===== src/rtl/pd_phy_pkg.sv =====
// Shared constants for the USB PD reset PHY: K-codes, TRANSMIT type codes,
// one-hot transmitter states and frame lengths.
package pd_phy_pkg;

    localparam logic [4:0] K_RST1  = 5'b00111;
    localparam logic [4:0] K_RST2  = 5'b11001;
    localparam logic [4:0] K_SYNC1 = 5'b11000;
    localparam logic [4:0] K_SYNC3 = 5'b00110;

    localparam logic [2:0] TX_HARD_RESET  = 3'b101;
    localparam logic [2:0] TX_CABLE_RESET = 3'b110;

    localparam logic [6:0] PREAMBLE_BITS = 7'd64;
    localparam logic [6:0] ORDSET_BITS   = 7'd20;

    typedef enum logic [4:0] {
        ST_IDLE     = 5'b00001,
        ST_PREAMBLE = 5'b00010,
        ST_ORDSET   = 5'b00100,
        ST_TAIL     = 5'b01000,
        ST_DONE     = 5'b10000
    } tx_state_e;

    // Ordered-set bit at transmit position idx; K-code 0 occupies bits [4:0] so LSB goes first.
    function automatic logic ordset_bit(input logic cable, input logic [4:0] idx);
        logic [19:0] set_v;
        if (cable) begin
            set_v = {K_SYNC3, K_RST1, K_SYNC1, K_RST1};
        end else begin
            set_v = {K_RST2, K_RST1, K_RST1, K_RST1};
        end
        return set_v[idx];
    endfunction

endpackage


===== src/rtl/bmc_encoder.sv =====
// Line-level encoder for the reset PHY. With PHY_RESET_TX_BMC_EN defined it
// produces BMC; otherwise it registers the raw NRZ bit.
module bmc_encoder (
    input  logic clk,
    input  logic reset,
    input  logic bit_val,
    input  logic bit_start,
    input  logic mid_bit,
    input  logic enable,
    output logic line
);
    logic line_q, line_d;

`ifdef PHY_RESET_TX_BMC_EN
    logic en_q;

    // Next line level: first half-bit of a frame is low, then toggle per BMC rules.
    always_comb begin
        line_d = line_q;
        if (!enable) begin
            line_d = 1'b0;
        end else if (!en_q) begin
            line_d = 1'b0;
        end else if (bit_start) begin
            line_d = ~line_q;
        end else if (mid_bit && bit_val) begin
            line_d = ~line_q;
        end else begin
            line_d = line_q;
        end
    end

    // Line and enable-history registers.
    always_ff @(posedge clk) begin
        if (reset) begin
            line_q <= 1'b0;
            en_q   <= 1'b0;
        end else begin
            line_q <= line_d;
            en_q   <= enable;
        end
    end
`else
    logic unused_strobes_s;
    assign unused_strobes_s = bit_start ^ mid_bit;

    // NRZ pass-through: the line simply follows the current bit while enabled.
    always_comb begin
        if (enable) begin
            line_d = bit_val;
        end else begin
            line_d = 1'b0;
        end
    end

    // Line register.
    always_ff @(posedge clk) begin
        if (reset) begin
            line_q <= 1'b0;
        end else begin
            line_q <= line_d;
        end
    end
`endif

    assign line = line_q;

endmodule


===== src/rtl/phy_reset_tx.sv =====
// USB PD Hard/Cable Reset transmitter: preamble + reset ordered set on CC.
// PHY_RESET_TX_BMC_EN selects BMC line coding and the trailing TAIL bit.
module phy_reset_tx
    import pd_phy_pkg::*;
#(
    parameter int HALF_BIT_CYCLES = 4
) (
    input  logic       CLK,
    input  logic       reset,
    input  logic [7:0] iTRANSMIT,
    input  logic       tx_start,
    input  logic       PHY_Stop_Attempting_Reset,
    output logic       bmc_out,
    output logic       bmc_oe,
    output logic       tx_busy,
    output logic       PHY_ACK,
    output logic       tx_error
);
    localparam logic [7:0] HALF_LAST = 8'(HALF_BIT_CYCLES - 1);

    tx_state_e  state_q, state_d;
    logic [7:0] half_cnt_q, half_cnt_d;
    logic       phase_q, phase_d;
    logic [6:0] bit_idx_q, bit_idx_d;
    logic       cable_q, cable_d;
    logic       busy_q, busy_d, oe_q, oe_d, ack_q, ack_d, err_q, err_d;
    logic       active_s, bit_end_s, abort_s, type_ok_s;
    logic       enc_bit_s, enc_start_s, enc_mid_s, enc_en_s;
    logic       unused_transmit_s;

    assign unused_transmit_s = ^iTRANSMIT[7:3];
    assign active_s  = (state_q == ST_PREAMBLE) || (state_q == ST_ORDSET) || (state_q == ST_TAIL);
    assign abort_s   = PHY_Stop_Attempting_Reset && active_s;
    assign type_ok_s = (iTRANSMIT[2:0] == TX_HARD_RESET) || (iTRANSMIT[2:0] == TX_CABLE_RESET);
    assign bit_end_s = (half_cnt_q == HALF_LAST) && phase_q;

    // Next-state and bit-timing counters.
    always_comb begin
        state_d    = state_q;
        half_cnt_d = half_cnt_q;
        phase_d    = phase_q;
        bit_idx_d  = bit_idx_q;
        cable_d    = cable_q;
        err_d      = 1'b0;
        if (abort_s) begin
            state_d    = ST_IDLE;
            half_cnt_d = 8'd0;
            phase_d    = 1'b0;
            bit_idx_d  = 7'd0;
        end else begin
            if (active_s) begin
                if (half_cnt_q == HALF_LAST) begin
                    half_cnt_d = 8'd0;
                    phase_d    = ~phase_q;
                end else begin
                    half_cnt_d = half_cnt_q + 8'd1;
                end
                if (bit_end_s) begin
                    bit_idx_d = bit_idx_q + 7'd1;
                end else begin
                    bit_idx_d = bit_idx_q;
                end
            end else begin
                half_cnt_d = half_cnt_q;
            end
            case (state_q)
                ST_IDLE: begin
                    // An abort level in IDLE swallows a simultaneous start.
                    if (PHY_Stop_Attempting_Reset) begin
                        state_d = ST_IDLE;
                    end else if (tx_start) begin
                        if (type_ok_s) begin
                            state_d    = ST_PREAMBLE;
                            cable_d    = (iTRANSMIT[2:0] == TX_CABLE_RESET);
                            half_cnt_d = 8'd0;
                            phase_d    = 1'b0;
                            bit_idx_d  = 7'd0;
                        end else begin
                            err_d = 1'b1;
                        end
                    end else begin
                        state_d = ST_IDLE;
                    end
                end
                ST_PREAMBLE: begin
                    if (bit_end_s && (bit_idx_q == PREAMBLE_BITS - 7'd1)) begin
                        state_d   = ST_ORDSET;
                        bit_idx_d = 7'd0;
                    end else begin
                        state_d = ST_PREAMBLE;
                    end
                end
                ST_ORDSET: begin
                    if (bit_end_s && (bit_idx_q == ORDSET_BITS - 7'd1)) begin
                        bit_idx_d = 7'd0;
`ifdef PHY_RESET_TX_BMC_EN
                        state_d   = ST_TAIL;
`else
                        state_d   = ST_DONE;
`endif
                    end else begin
                        state_d = ST_ORDSET;
                    end
                end
                ST_TAIL: begin
                    if (bit_end_s) begin
                        state_d   = ST_DONE;
                        bit_idx_d = 7'd0;
                    end else begin
                        state_d = ST_TAIL;
                    end
                end
                ST_DONE: state_d = ST_IDLE;
                default: begin
                    state_d    = ST_IDLE;
                    half_cnt_d = 8'd0;
                    phase_d    = 1'b0;
                    bit_idx_d  = 7'd0;
                end
            endcase
        end
    end

    // Outputs and encoder strobes are derived from next state so they land registered.
    always_comb begin
        busy_d      = (state_d == ST_PREAMBLE) || (state_d == ST_ORDSET) || (state_d == ST_TAIL);
        oe_d        = busy_d;
        ack_d       = (state_d == ST_DONE);
        enc_en_s    = (state_d == ST_PREAMBLE) || (state_d == ST_ORDSET);
        if (state_d == ST_PREAMBLE) begin
            enc_bit_s = bit_idx_d[0];
        end else if (state_d == ST_ORDSET) begin
            enc_bit_s = ordset_bit(cable_d, bit_idx_d[4:0]);
        end else begin
            enc_bit_s = 1'b0;
        end
        enc_start_s = enc_en_s && (half_cnt_d == 8'd0) && !phase_d;
        enc_mid_s   = enc_en_s && (half_cnt_d == 8'd0) && phase_d;
    end

    // State, counter and output registers.
    always_ff @(posedge CLK) begin
        if (reset) begin
            state_q    <= ST_IDLE;
            half_cnt_q <= 8'd0;
            phase_q    <= 1'b0;
            bit_idx_q  <= 7'd0;
            cable_q    <= 1'b0;
            busy_q     <= 1'b0;
            oe_q       <= 1'b0;
            ack_q      <= 1'b0;
            err_q      <= 1'b0;
        end else begin
            state_q    <= state_d;
            half_cnt_q <= half_cnt_d;
            phase_q    <= phase_d;
            bit_idx_q  <= bit_idx_d;
            cable_q    <= cable_d;
            busy_q     <= busy_d;
            oe_q       <= oe_d;
            ack_q      <= ack_d;
            err_q      <= err_d;
        end
    end

    bmc_encoder u_bmc_encoder (
        .clk       (CLK),
        .reset     (reset),
        .bit_val   (enc_bit_s),
        .bit_start (enc_start_s),
        .mid_bit   (enc_mid_s),
        .enable    (enc_en_s),
        .line      (bmc_out)
    );

    assign bmc_oe   = oe_q;
    assign tx_busy  = busy_q;
    assign PHY_ACK  = ack_q;
    assign tx_error = err_q;

endmodule


===== config.mk =====
export PLATFORM = sky130hd
export DESIGN_NAME = phy_reset_tx
export DESIGN_NICKNAME = d
export VERILOG_FILES = /design/src/rtl/pd_phy_pkg.sv /design/src/rtl/bmc_encoder.sv /design/src/rtl/phy_reset_tx.sv
export SDC_FILE = /design/constraint.sdc
export NUM_CORES = 1
export LEC_CHECK = 0
export CAP_MARGIN = 20
export CORE_ASPECT_RATIO = 0.5
export CORE_MARGIN = 1
export CORE_UTILIZATION = 37
export CTS_CLUSTER_SIZE = 25
export DETAILED_ROUTE_END_ITERATION = 10
export GPL_TIMING_DRIVEN = 1
export PLACE_DENSITY = 0.54
export SYNTH_ARGS = -nofsm -noshare
export SYNTH_HDL_FRONTEND = slang
export SYNTH_SLANG_ARGS = --single-unit

===== constraint.sdc =====
create_clock -name CLK -period 3.3 [get_ports CLK]
set_input_delay 0.66 -clock CLK [delete_from_list [all_inputs] [get_ports CLK]]
set_output_delay 0.66 -clock CLK [all_outputs]
set_load 0.005 [all_outputs]

==> flow_summary.ini, run 1 <==
[status]
status = complete, but fails checks
violations = DRC

[clock_tree]
cts_setup_buffers = 0
clk_latency_ps = 280
clockRootBuffer = clkbuf_8
cts_sinks = 26
htreeDepth = 1
cts_buffers = 3
cts_buffer_depth = 2
cts_tree = done
clk_pin_slew_ps = 90

[worst_setup_path]
critPathLaunchType = flop
r2r-end = u_bmc_encoder.line
path_buf_inv = 0
critPathRequiredTime_ps = 3450
cpPeakStageDelay_ps = 500
worstRegToRegCells = 12
r2r-start = half_cnt_q[6]
critPathKind = flop to flop
crit_chain = nor4_1 -> and3_1 -> ha_1 -> or4b_4 -> o211a_4 -> a211oi_4 -> o21ai_2 -> nand2_1 -> ha_1 -> and3_1 -> a31oi_1 -> o211ai_1
crit_fanout = 6
arrival_ps = 3190
reg2reg_slack_ps = 260
crit_path_end_kind = flop
cp_slowest_cell = or4b_4
crit_family = simple AND/OR/NAND/NOR gates

[run]
drv_cap = 0

[sta]
finalClockSkew_ps = 9.86
tightest_slew_ps = 608
setup_tns_ps = 0
grt_setup_unrepaired = no
setup_viol = 0
period_needed_ps = 3040
hold_viol = 0
slew_headroom_pct = 59.4
drv_slew = 0
fmax_mhz = 329
final.period_utilization_pct = 92.2

[global_routing]
grt_usage_pct = 18.1
grt_max_degree = 15
grt_pass1_vias = 1373
antenna_found_initial = 0
grt_pass1_wl_mm = 6.84
globalRouteOverflowTotal = 0

[cells_and_area]
fin_nets = 234
final_layout_size_suffix_gt1_share_pct = 13.0
layout_common_cells = 29 x nor2_1, 26 x dfxtp_1, 14 x nand2_1
final_core_util_pct = 44.6
final_common_cell = nor2_1
syn_to_final_growth_pct = 15.4
n_antenna_cell = 0

[route]
drcViolationCount = 1
wire_per_inst_um = 15.2
drt_iter0_drc = 73
post_drt_via_cell_ratio = 5.44
routed_wl_mm = 4.14
vias = 1485
ant_nets = 0
first_pass_iters = 7

[floorplan]
start_util_pct = 38.6
rows = 17
die-area_um2 = 4910
num_io_pins = 17
core_area_um2 = 4420
die_x_um = 98.1
die_h_um = 50.1

[power_and_ir_drop]
power.leakage_nw = 0.693
ir_worst_vdd_mv = 0.121
powerDensity_nw_per_um2 = 299
finalPower_w = 0.000589

[synth]
synth_cells = 199
synth_nets = 216
synth-main-ff-cell = dfxtp_1
yosysSeqAreaShare_pct = 30.5
yosys_warnings = 0
synth_area_um2 = 1710
syn_avg_cell_area_um2 = 8.59
synth-edff-count = 0
ys_async_sr_fraction_pct = 0
yosys.cell_types.count = 59
ys_ff_latch = 26

[hold_path]
hold-path-endpoint = half_cnt_q[1]
hold_class = flop to flop
min_from = half_cnt_q[1]
hold_path_depth = 2

[place]
place_hpwl_mm = 3.29
io_buffers = 11
gp_congestion = 0.823
synthesized netlist by cell type (all sizes together), types with 2 or more instances:
library cell / n / share of area, %
a2111oi: 6 / 4.2
a211o: 3 / 1.5
a211oi: 3 / 1.9
a21boi: 2 / 0.88
a21oi: 5 / 1.5
a31oi: 2 / 0.73
and3: 7 / 2.6
buf: 8 / 3.3
dfxtp: 26 / 30
ha: 5 / 3.7
inv: 6 / 1.3
mux2i: 3 / 1.8
nand2: 14 / 3.1
nand2b: 2 / 0.73
nand3: 8 / 2.3
nand3b: 3 / 1.3
nand4: 3 / 1.1
nor2: 29 / 6.4
nor2b: 2 / 0.73
nor3: 8 / 2.3
nor3b: 3 / 2.0
nor4: 4 / 1.5
o211a: 2 / 1.6
o211ai: 4 / 2.0
o21ai: 7 / 2.3
o31ai: 3 / 2.1
or2: 2 / 0.73
or3: 2 / 0.73
xnor2: 6 / 3.1
xor2: 5 / 2.6
logic make-up after synthesis:
| family | count (synthesis) | share of synthesized area [%] |
|---|---|---|
| DFF | 26 | 30.5 |
| buffers and inverters | 14 | 4.61 |
| xor gates and xnor gates | 11 | 5.64 |
| adders and majority gates | 5 | 3.66 |
| and+or+nand+nor | 92 | 28.4 |
| AOI/OAI and AO/OA | 48 | 25.5 |
| muxes | 3 | 1.76 |
layer usage:
layer  GRT usage [%]  wire [µm]  vias to the layer above
met5               0          0                        -
met4            2.27         10                        0
met3            4.26        153                        2
met2            27.7       1720                       26
met1            26.2       2250                      684
li1                -          -                      773
flip-flops by register name, summed over array words and instances (netlist names):
register / count
phase_q: 1
u_bmc_encoder.line: 1
cable_q: 1
half_cnt_q: 8
state_q: 5
bit_idx_q: 7
bmc_oe: 1
PHY_ACK: 1
tx_error: 1
power breakdown:
group	switching (W)	internal, W
Clock	0.000107	0.000107
Sequential	0.00000193	0.000315
Combinational	0.0000327	0.0000250
Total	0.000142	0.000447
cell type report:
type	instances	area, µm²
fill	427	2450
multi-input combinational	159	1120
sequential	26	520
timing repair buffer	21	185
tap	57	71.3
clock buffer	4	55.1
inverter	6	22.5
stage by stage:
step	setup slack, ps	instances	area [µm²]	hold slack, ps
2_1_floorplan	243	199	1710	453
3_3_place_gp	220	269	1910	462
3_5_place_dp	170	269	1910	471
4_1_cts	207	273	1960	488
5_1_grt	25.2	273	1970	533
6_report	259	273	1970	488
worst max path at each step:
stage / startpoint / endpoint / slack [ps] / cells past startpoint
2_1_floorplan: half_cnt_q[7] / u_bmc_encoder.line / 240 / 13
3_3_place_gp: iTRANSMIT[0] / u_bmc_encoder.line / 220 / 10
3_5_place_dp: iTRANSMIT[2] / u_bmc_encoder.line / 170 / 9
4_1_cts: half_cnt_q[6] / u_bmc_encoder.line / 210 / 12
5_1_grt: half_cnt_q[6] / u_bmc_encoder.line / 30 / 12
6_report: half_cnt_q[6] / u_bmc_encoder.line / 260 / 12
worst reg2reg max path: cells and delay by family, from the launching register on:
kind / cells / cell delay (ps)
compound gates: 5 / 940
fa+ha+maj: 2 / 430
flops: 1 / 340
simple gates: 5 / 1210
repair_timing:
item                                   in CTS  in global routing
endpoints found under the hold margin       0                  0
hold buffers                                0                  0
setup endpoints to repair                   0                  1
gates resized for setup                     0                  1
No activity file was read; power rests on OpenSTA's default activity.
==> run 2: changes to the inputs <==
==> constraint.sdc (replaced) <==
create_clock -name CLK -period 3.3 [get_ports CLK]
set_input_delay 0.33 -clock CLK [delete_from_list [all_inputs] [get_ports CLK]]
set_output_delay 0.33 -clock CLK [all_outputs]
set_load 0.005 [all_outputs]
==> run 2 against run 1 <==
The flow still finishes with violations (DRC). Routed wire length shrank 2.6%. Global-route usage shrank 0.062 points. Via count grew 1.4%. Sequential share of layout area grew 0.41 points. Largest power group unchanged. Critical path depth is the same. Clock skew shrank 1.4 ps. Clock power is essentially flat. Sequential cell count is the same. Cell area shrank 1.5%. Hold slack gained 7.7 ps. Clock-buffer cell count is the same. Fmax shrank 0.96%.
==> flow_summary.ini, run 2 (synthesized netlist as in run 1, its figures left out) <==
[status]
status = complete, but fails checks
violations = DRC

[sta]
grt_setup_unrepaired = no
fmax_mhz = 326
setup_viol = 0
setup_tns_ps = 0
finalClockSkew_ps = 8.47
period_needed_ps = 3070
tightest_slew_ps = 612
slew_headroom_pct = 59.2
drv_slew = 0
hold_viol = 0
final.period_utilization_pct = 93.0

[floorplan]
core_area_um2 = 4420
die_h_um = 50.1
die_x_um = 98.1
num_io_pins = 17
die-area_um2 = 4910
rows = 17
start_util_pct = 38.6

[worst_setup_path]
critPathKind = flop to flop
crit_chain = nor4_1 -> and3_1 -> ha_1 -> or4b_4 -> o211a_4 -> a211oi_2 -> o21ai_2 -> nand2_1 -> ha_1 -> and3_1 -> a31oi_1 -> o211ai_1
reg2reg_slack_ps = 230
critPathLaunchType = flop
arrival_ps = 3220
cpPeakStageDelay_ps = 500
crit_path_end_kind = flop
crit_fanout = 6
critPathRequiredTime_ps = 3450
cp_slowest_cell = or4b_4

[global_routing]
grt_pass1_vias = 1338
grt_usage_pct = 18.0
grt_max_degree = 15
globalRouteOverflowTotal = 0
grt_pass1_wl_mm = 6.76
antenna_found_initial = 0

[cells_and_area]
final_common_cell = nor2_1
largest_reg_flops = 8
largest_register = half_cnt_q
final_layout_size_suffix_gt1_share_pct = 11.7
syn_to_final_growth_pct = 13.6
layout_common_cells = 29 x nor2_1, 26 x dfxtp_1, 14 x nand2_1
fin_nets = 231
fin_cells = 270
n_antenna_cell = 0
top_regs = half_cnt_q: 8 flops, bit_idx_q: 7 flops, state_q: 5 flops

[clock_tree]
cts_tree = done
cts_sinks = 26
cts_resized = 0
cts_setup_buffers = 0
cts_buffer_depth = 2
clk_pin_slew_ps = 90
clk_latency_ps = 280
htreeDepth = 1
clockRootBuffer = clkbuf_8
cts_hold_buf = 0
cts_buffers = 3

[route]
post_drt_via_cell_ratio = 5.58
wire_per_inst_um = 14.9
drcViolationCount = 2
first_pass_iters = 8
routed_wl_mm = 4.04
ant_nets = 0
vias = 1506
drt_iter0_drc = 119

[place]
io_buffers = 11
gp_congestion = 0.872
placed_cells = 266
place_hpwl_mm = 3.15

[power_and_ir_drop]
power.leakage_nw = 0.678
powerDensity_nw_per_um2 = 304
ir_worst_vdd_mv = 0.140

[run]
drv_cap = 0

[hold_path]
hold_class = flop to flop
## run 2: final cells by class
class	instances	area, µm²
inverter	6	22.5
clock buffer	4	55.1
multi-input combinational	159	1110
sequential	26	520
tap	57	71.3
fill	444	2480
timing repair buffer	18	163
## run 2: worst max-delay path: cells and delay by family, from the launching register on
family          cells  cell delay, ps
compound gates      5             920
fa+ha+maj           2             440
flops               1             340
simple gates        5            1230
## run 2: layer usage
layer  vias to the layer above  GRT usage, %  wire [µm]
met2                        27          26.1       1600
met1                       708          26.7       2260
met3                         2          4.26        155
met5                         -             0          0
li1                        769             -          -
met4                         0          3.79         17
## run 2: path summary, 6_finish.rpt
check | to | start | depth (start not counted)
worst max register to register | u_bmc_encoder.line | half_cnt_q[6] | 12
worst min-delay path | half_cnt_q[1] | half_cnt_q[1] | 2
worst min register to register | half_cnt_q[1] | half_cnt_q[1] | 2
worst max-delay path | u_bmc_encoder.line | half_cnt_q[6] | 12
## run 2: per-stage QoR
stage	utilization, %	hold slack, ps	total power (W)	setup WS [ps]	instance area, µm²
final	43.9	496	0.000589	230	1940
after global routing	43.9	538	0.000614	15.5	1940
after detailed placement	42.6	474	0.000379	231	1890
after global placement	42.6	461	0.000379	281	1890
after CTS	43.9	498	0.000593	208	1940
after floorplan	-	402	0.000356	243	1710
## run 2: power by group
group / switching, W / internal [W]
registers: 0.00000187 / 0.000315
clock network: 0.000110 / 0.000107
logic: 0.0000314 / 0.0000235
total: 0.000144 / 0.000446
==> run 3: changes to the inputs <==
Settings changed: PLACE_DENSITY 0.54 to 0.55.
==> run 3 against run 2 <==
The run still ends with DRC left. First-iteration DRC count is 35% lower. Register-to-register slack better by 50 ps. Routed wire length is 1.5% higher. Sequential cell count stayed put. Via count is 0.66% higher. Sequential power hardly changed. Critical endpoint unchanged. Largest cell class unchanged. Critical path depth stayed put. Utilization stayed put.
==> flow_summary.ini, run 3 (synthesized netlist as in run 1, its figures left out) <==
[status]
status = complete, but fails checks
violations = DRC

[worst_setup_path]
r2r-start = half_cnt_q[6]
cpPeakStageDelay_ps = 500
r2r-end = u_bmc_encoder.line
crit_fanout = 6
critPathLaunchType = flop
cp_slowest_cell = or4b_4
critPathRequiredTime_ps = 3440
crit_path_end_kind = flop
worstRegToRegCells = 12
arrival_ps = 3160
crit_chain = nor4_1 -> and3_1 -> ha_1 -> or4b_4 -> o211a_4 -> a211oi_2 -> o21ai_2 -> nand2_1 -> ha_1 -> and3_1 -> a31oi_1 -> o211ai_1
critPathKind = flop to flop
crit_end = u_bmc_encoder.line
crit_path_start = half_cnt_q[6]
reg2reg_slack_ps = 280

[route]
wire_per_inst_um = 15.2
ant_nets = 0
post_drt_via_cell_ratio = 5.61
routed_wl_mm = 4.10
drcViolationCount = 1
drt_iter0_drc = 77
first_pass_iters = 7
vias = 1516

[global_routing]
grt_pass1_vias = 1397
grt_usage_pct = 18.2
grt_max_degree = 15
globalRouteOverflowTotal = 0
antenna_found_initial = 0
grt_pass1_wl_mm = 6.90

[clock_tree]
clk_latency_ps = 280
cts_buffer_depth = 2
clk_pin_slew_ps = 90
cts_resized = 0
cts_hold_buf = 0
cts_sinks = 26
clockRootBuffer = clkbuf_8
cts_buffers = 3
htreeDepth = 1
cts_setup_buffers = 0
cts_tree = done

[power_and_ir_drop]
power.leakage_nw = 0.678
p_clk_share_pct = 36.6
intPower_w = 0.000446
powerDensity_nw_per_um2 = 303
ir_worst_vdd_mv = 0.150
switchingPower_w = 0.000142
swShare_pct = 24.1
power_frac_seq_pct = 54.0
combPwrFrac_pct = 9.4

[floorplan]
start_util_pct = 38.6
rows = 17
die_h_um = 50.1
num_io_pins = 17
die-area_um2 = 4910
die_x_um = 98.1
core_area_um2 = 4420

[cells_and_area]
num-fill-cells = 464
n_antenna_cell = 0
final_common_cell = nor2_1
final_layout_size_suffix_gt1_share_pct = 11.7
syn_to_final_growth_pct = 13.6
largest_reg_flops = 8
fin_nets = 231
layout_common_cells = 29 x nor2_1, 26 x dfxtp_1, 14 x nand2_1
top_regs = half_cnt_q: 8 flops, bit_idx_q: 7 flops, state_q: 5 flops
largest_register = half_cnt_q

[place]
place_hpwl_mm = 3.24
place_ws_ps = 286
gp_congestion = 0.813
io_buffers = 11

[sta]
setup_viol = 0
tightest_slew_ps = 644
drv_slew = 0
slew_headroom_pct = 57.0
grt_setup_unrepaired = no
period_needed_ps = 3020
setup_tns_ps = 0
fmax_mhz = 331
final.period_utilization_pct = 91.5
hold_viol = 0
finalClockSkew_ps = 11.0
setup_slack_ps = 280

[run]
drv_cap = 0

[hold_path]
hold_class = flop to flop
hold_path_depth = 2
[run 3: cell counts in the layout (fill, tap and decap cells not counted)]
No cell type changed its count.
[run 3: routing by layer]
metal	wire length (µm)	up-vias	track usage [%]
met5	0	-	0
met4	14	0	2.27
met3	193	4	4.26
met2	1620	28	26.9
met1	2270	718	27.1
li1	-	766	-
[run 3: area by class of cell]
class                           instances  area (µm²)  share of cell area, %
Clock buffer                            4        55.1                   2.84
Sequential cell                        26         520                   26.8
Tap cell                               57        71.3                   3.67
Timing Repair Buffer                   18         163                   8.38
Multi-Input combinational cell        159        1110                   57.2
Inverter                                6        22.5                   1.16
[run 3: how the worst min path moves through the flow]
stage	start	endpoint	slack (ps)
after floorplan	reset	bit_idx_q[1]	400
after global placement	half_cnt_q[1]	half_cnt_q[1]	460
after detailed placement	half_cnt_q[1]	half_cnt_q[1]	480
after CTS	half_cnt_q[1]	half_cnt_q[1]	490
after global routing	half_cnt_q[1]	half_cnt_q[1]	520
final	half_cnt_q[1]	half_cnt_q[1]	490
[run 3: power by group through the flow]
stage / clock [W] / combinational, W / sequential [W]
finish: 0.000215 / 0.0000555 / 0.000317
global route: 0.000232 / 0.0000613 / 0.000318
CTS: 0.000219 / 0.0000555 / 0.000317
detailed placement: 0 / 0.0000551 / 0.000325
global placement: 0 / 0.0000542 / 0.000325
floorplan: 0 / 0.0000325 / 0.000323
[run 3: through the flow]
stage	hold WS (ps)	total power [W]	std cells	cell area, µm²	util [%]
floorplan	402	0.000356	199	1710	-
global placement	462	0.000379	266	1890	42.6
detailed placement	475	0.000380	266	1890	42.6
CTS	488	0.000592	270	1940	43.9
global route	524	0.000611	270	1940	43.9
finish	489	0.000588	270	1940	43.9
[run 3: worst max-delay path: cells and delay by family, from the launching register on]
family	cells	cell delay [ps]
flops	1	340
compound gates	5	910
fa+ha+maj	2	440
simple gates	5	1210
